`config.mk`:
```
export PLATFORM = sky130hd
export DESIGN_NAME = mux16_rr_scheduler_flat
export DESIGN_NICKNAME = d
export VERILOG_FILES = /design/src/rtl/mux16_rr_scheduler_pkg.sv /design/src/rtl/mux16_rr_scheduler_if.sv /design/src/rtl/mux16_rr_scheduler_rr_pick16.sv /design/src/rtl/mux16_rr_scheduler.sv /design/src/flat_wrapper.sv
export SDC_FILE = /design/constraint.sdc
export NUM_CORES = 1
export LEC_CHECK = 0
export ABC_AREA = 1
export ABC_CLOCK_PERIOD_IN_PS = 10380
export BUFFER_PORTS_ARGS = -buffer_cell sky130_fd_sc_hd__clkbuf_2
export CORE_AREA = 10 10 83 85
export DETAILED_ROUTE_END_ITERATION = 8
export DIE_AREA = 0 0 93 95
export GPL_TIMING_DRIVEN = 0
export PLACE_DENSITY = 0.68
export SLEW_MARGIN = 5
export SYNTH_ARGS = -nofsm -noshare
export SYNTH_HDL_FRONTEND = slang
export SYNTH_SLANG_ARGS = --single-unit
```
`constraint.sdc`:
```
create_clock -name clk -period 10.38 [get_ports clk]
set_clock_uncertainty 0.05 [all_clocks]
set_input_delay 3.114 -clock clk [delete_from_list [all_inputs] [get_ports clk]]
set_output_delay 3.114 -clock clk [all_outputs]
set_load 0.005 [all_outputs]
```
`src/rtl/mux16_rr_scheduler_pkg.sv`:
```
// Shared types and helpers for the 16-way round-robin mux scheduler.
// Imported by the interface, the picker and the top.
package mux16_sched_pkg;

  localparam int N_REQ = 16;
  localparam int SEL_W = 4;

  typedef enum logic {
    IDLE  = 1'b0,
    GRANT = 1'b1
  } state_t;

  function automatic logic [N_REQ-1:0] onehot16(
    input logic [SEL_W-1:0] s
  );
    logic [N_REQ-1:0] v;
    v    = '0;
    v[s] = 1'b1;
    return v;
  endfunction

endpackage

```
`src/rtl/mux16_rr_scheduler_if.sv`:
```
// Requester-bank / mux-select bundle of the scheduler.
// master drives req, slave (the scheduler) drives the select side.
interface mux16_rr_scheduler_if;
  import mux16_sched_pkg::*;

  logic [N_REQ-1:0] req;
  logic [SEL_W-1:0] sel;
  logic             sel_valid;
  logic [N_REQ-1:0] grant;

  modport master (
    output req,
    input  sel,
    input  sel_valid,
    input  grant
  );

  modport slave (
    input  req,
    output sel,
    output sel_valid,
    output grant
  );

endinterface

```
`src/rtl/mux16_rr_scheduler_rr_pick16.sv`:
```
// Combinational round-robin picker: first set req bit at or after ptr,
// wrapping 15 -> 0.
module rr_pick16
  import mux16_sched_pkg::*;
(
  input  logic [N_REQ-1:0] req,
  input  logic [SEL_W-1:0] ptr,
  output logic [SEL_W-1:0] idx,
  output logic             any
);

  logic [2*N_REQ-1:0] dbl;
  logic [N_REQ-1:0]   rot;
  logic [SEL_W-1:0]   off;

  // Rotate so ptr lands at bit 0, take lowest set bit, undo rotation.
  always_comb begin
    dbl = {req, req} >> ptr;
    rot = dbl[N_REQ-1:0];
    off = '0;
    for (int i = N_REQ - 1; i >= 0; i--) begin
      if (rot[i]) off = SEL_W'(i);
    end
    idx = off + ptr;
    any = |req;
  end

endmodule

```
`src/rtl/mux16_rr_scheduler.sv`:
```
// Round-robin owner of a shared 16:1 mux select with bounded bursts
// and early release; all outputs registered.
module mux16_rr_scheduler
  import mux16_sched_pkg::*;
#(
  parameter int BURST_LEN = 4,
  parameter int CNT_W     = 4
) (
  input  logic               clk,
  input  logic               rst,
  mux16_rr_scheduler_if.slave bus
);

  state_t           state_q, state_d;
  logic [SEL_W-1:0] ptr_q, ptr_d;
  logic [CNT_W-1:0] cnt_q, cnt_d;
  logic [SEL_W-1:0] sel_q, sel_d;
  logic             sel_valid_q, sel_valid_d;
  logic [N_REQ-1:0] grant_q, grant_d;

  logic [SEL_W-1:0] pick_idx;
  logic             pick_any;
  logic             term;

  rr_pick16 u_pick (
    .req (bus.req),
    .ptr (ptr_q),
    .idx (pick_idx),
    .any (pick_any)
  );

  // Burst ends on the last allowed cycle or when the owner lets go.
  assign term = (cnt_q == CNT_W'(BURST_LEN - 1)) | ~bus.req[sel_q];

  // State register plus registered outputs; reset aborts any burst.
  always_ff @(posedge clk or posedge rst) begin
    if (rst) begin
      state_q     <= IDLE;
      ptr_q       <= '0;
      cnt_q       <= '0;
      sel_q       <= '0;
      sel_valid_q <= 1'b0;
      grant_q     <= '0;
    end else begin
      state_q     <= state_d;
      ptr_q       <= ptr_d;
      cnt_q       <= cnt_d;
      sel_q       <= sel_d;
      sel_valid_q <= sel_valid_d;
      grant_q     <= grant_d;
    end
  end

  // Next state: arbitrate from IDLE or at burst end, else count.
  always_comb begin
    state_d = state_q;
    ptr_d   = ptr_q;
    cnt_d   = cnt_q;
    sel_d   = sel_q;
    unique case (state_q)
      IDLE: begin
        if (pick_any) begin
          state_d = GRANT;
          sel_d   = pick_idx;
          cnt_d   = '0;
          ptr_d   = pick_idx + SEL_W'(1);
        end
      end
      GRANT: begin
        if (!term) begin
          cnt_d = cnt_q + CNT_W'(1);
        end else if (pick_any) begin
          sel_d = pick_idx;
          cnt_d = '0;
          ptr_d = pick_idx + SEL_W'(1);
        end else begin
          state_d = IDLE;
        end
      end
      default: state_d = IDLE;
    endcase
  end

  // Outputs for the coming cycle; sel is kept as-is when going idle.
  always_comb begin
    sel_valid_d = (state_d == GRANT);
    grant_d     = sel_valid_d ? onehot16(sel_d) : '0;
  end

  assign bus.sel       = sel_q;
  assign bus.sel_valid = sel_valid_q;
  assign bus.grant     = grant_q;

endmodule

```
`src/flat_wrapper.sv`:
```
// flat-port wrapper written by rule: the top's interface ports become plain ports
module mux16_rr_scheduler_flat import mux16_sched_pkg::*;
#(
  parameter int BURST_LEN = 4,
  parameter int CNT_W     = 4
)
  (clk, rst, bus_req, bus_sel, bus_sel_valid, bus_grant);
  mux16_rr_scheduler_if bus_i ();
  input  logic clk;
  input  logic rst;
  input wire logic [$bits(bus_i.req)-1:0] bus_req;
  output wire logic [$bits(bus_i.sel)-1:0] bus_sel;
  output wire logic [$bits(bus_i.sel_valid)-1:0] bus_sel_valid;
  output wire logic [$bits(bus_i.grant)-1:0] bus_grant;
  assign bus_i.req = bus_req;
  assign bus_sel = bus_i.sel;
  assign bus_sel_valid = bus_i.sel_valid;
  assign bus_grant = bus_i.grant;
  mux16_rr_scheduler #(.BURST_LEN(BURST_LEN), .CNT_W(CNT_W)) u_core (.clk(clk), .rst(rst), .bus(bus_i));
endmodule
```
==> impl_metrics.py <==
metrics = {
    "sta": {
        "rsz0062_at_grt": "false",
        "fmax_ghz": 0.166,
        "tightest_slew_ps": 1060,
        "period_minus_slack_ps": 6040,
        "final.setup.worst_slack_ps": 4340,
        "finalHoldViolations": 0,
        "setup_viol": 0,
        "tns_ps": 0,
        "fin_crit_sh_pct": 58.2,
        "slew_headroom_pct": 29.2,
        "slew_violations": 0,
    },
    "yosys": {
        "synth-edff-count": 0,
        "yosysTopAreaCell": "dfrtp_1",
        "yosys-top-cells-area": "dfrtp_1 28%, nand3_1 14%, nand2_1 12%",
        "seq_area_frac_synth_pct": 28.4,
        "syn-num-nets": 385,
        "synthCells": 361,
        "yosys_most_used_dff": "dfrtp_1",
        "syn_area_mm2": 0.00255,
        "async_flop_share_pct": 100,
        "synth_cell_types": 38,
        "ys_ff_latch": 29,
        "synth.avg_cell_area_um2": 7.07,
        "yosysWarningCount": 0,
        "synth_top_area_share_pct": 28.4,
    },
    "placed_design": {
        "port_buffers": 38,
        "gp_congestion": 0.903,
        "dp_cells": 471,
        "pre_cts_ws_ps": 4060,
        "dp_hpwl_um": 5470,
    },
    "worst_setup_path": {
        "crit_path_end_kind": "flop",
        "cp_top_family": "simple AND/OR/NAND/NOR gates",
        "slowest_stage": "fa_1",
        "critical_path.max_stage_delay_ps": 390,
        "rrSetupSlack_ps": 6520,
        "path_max_fanout": 4,
        "cpMostUsedCell": "nand2_1",
        "cp-start-kind": "input port",
        "arrival_ps": 6150,
        "crit_type": "in -> reg",
        "required_ps": 10490,
        "worstPathBufferInverterCount": 2,
    },
    "clock_network": {
        "root_buffer": "clkbuf_8",
        "cts_made_buffers": 5,
        "cts_tree": "built",
        "worstSkewPairLatency_ps": 280,
        "postCtsSetupBuffers": 0,
        "htreeDepth": 2,
        "hold_buffers": 0,
        "clock-sinks": 29,
        "clkTransAtPathRegs_ps": 60,
        "ctsResizeCount": 0,
        "clk_path_buf_depth": 2,
    },
    "global_routing": {
        "grt_max_degree": 30,
        "overflow": 0,
        "grt_usage_pct": 16.2,
        "grt_use_met3_pct": 5.39,
        "antenna_found_initial": 0,
        "grt.met1_usage_pct": 18.5,
        "grt_pass1_vias": 2531,
        "grt_util_met2_pct": 26.7,
        "grt_busiest_layer": "met2",
        "grt_pass1_wl_um": 11600,
    },
    "detailed_routing": {
        "drt-initial-drc-count": 112,
        "via_per_inst": 5.32,
        "vias": 2548,
        "first_pass_iters": 5,
        "ant_nets": 0,
        "wirelength_um": 6840,
        "drc": 0,
        "drt-wirelength-per-cell_um": 14.3,
    },
    "finish": {
        "finalNonFillerCells": 479,
        "nets": 430,
        "drive_gt1_share_pct": 26.0,
        "area_delta_synth_final_pct": 15.5,
        "diodes": 0,
    },
    "worst_hold_path": {
        "hp-class": "reg -> reg",
    },
    "floorplan": {
        "core_area_mm2": 0.00534,
        "row_count": 27,
        "die_h_um": 95,
        "die-area_mm2": 0.00884,
        "ioPinCount": 39,
        "die_width_um": 93,
        "start_util_pct": 47.8,
    },
    "job": {
        "drv_cap": 0,
    },
    "status": {
        "outcome": "completed",
    },
}
[cell usage after synthesis, drive strengths merged (3+ instances only)]
library cell  number
mux2i              3
nand2            104
o21ai             30
ha                 5
a21oi             11
and2               4
nand3             80
buf               15
dfrtp             29
nor2              28
nor4               4
inv               33
[cell usage in the layout, fill, tap and decap left out, types with 2 or more instances in the layout]
cell / n
nand2_1: 84
nand3_1: 69
clkbuf_2: 39
inv_1: 29
dfrtp_1: 29
nor2_1: 23
o21ai_0: 14
o21ai_1: 14
nand2_2: 12
a21oi_1: 11
nand3_2: 10
nand2_4: 8
buf_6: 6
clkbuf_8: 6
buf_2: 5
ha_1: 5
nor4_1: 4
and2_1: 4
mux2i_1: 3
inv_2: 3
buf_4: 3
nor2_2: 3
o211ai_1: 2
xor2_1: 2
nor2_4: 2
xnor2_1: 2
[kinds of logic (layout without fill, tap and decap cells)]
group / after synthesis / after routing / share of synthesized area, %
fa+ha+maj: 6 / 6 / 3.23
compound gates: 46 / 46 / 10.4
simple gates: 223 / 223 / 44.8
xor+xnor: 4 / 4 / 1.37
buf+inv: 50 / 96 / 10.5
flops: 29 / 29 / 28.4
mux: 3 / 3 / 1.18
[state kept, by name, summed over array words and instances, names as in the netlist]
name	count
u_core.bus.sel	4
u_core.bus.grant	16
u_core.ptr_q	4
u_core.state_q	1
u_core.cnt_q	4
[metal layers]
metal	part of all wire, %	vias up
li1	-	1282
met1	42	1170
met2	46	74
met3	7.8	22
met4	3.5	0
met5	0	-
[path summary, 6_finish.rpt]
path / cells after the start / end / from
hold reg to reg: 1 / u_core.cnt_q[2]$_DFF_PP0_ / u_core.cnt_q[2]$_DFF_PP0_
min in group asynchronous: 2 / u_core.state_q$_DFF_PP0_ / rst
max in group asynchronous: 2 / u_core.bus.grant[8]$_DFF_PP0_ / rst
setup reg to reg: 28 / u_core.ptr_q[3]$_DFFE_PP0P_ / u_core.ptr_q[1]$_DFFE_PP0P_
setup / recovery: 27 / u_core.ptr_q[3]$_DFFE_PP0P_ / bus_req[8]
hold / removal: 1 / u_core.cnt_q[2]$_DFF_PP0_ / u_core.cnt_q[2]$_DFF_PP0_
[worst register-to-register path, delay by kind of cell, from the launching register on]
kind	cells	cell delay, ps
DFF	1	420
and+or+nand+nor	18	1400
adders and majority gates	2	610
AOI/OAI and AO/OA	3	400
xor gates and xnor gates	1	230
buffers and inverters	4	590
[layout make-up]
cell class                      instances  area [um2]
Buffer                                 16         135
Clock buffer                            7        86.3
Clock inverter                          1        30.0
Fill cell                             564        2390
Inverter                               34         134
Multi-Input combinational cell        282        1560
Sequential cell                        29         726
Tap cell                               72        90.1
Timing Repair Buffer                   38         190
[through the flow]
stage | util (%) | cell area, um2 | hold WS [ps]
final | 55.3 | 2950 | 472
after global routing | 55.3 | 2950 | 500
after CTS | 55.3 | 2950 | 471
after detailed placement | 53.1 | 2830 | 455
after global placement | 53.1 | 2830 | 450
after floorplan | - | 2550 | 429
Power is left out: the tool's default activity adds up to more than one toggle a clock period on the data nets, which glitch-free logic cannot reach.
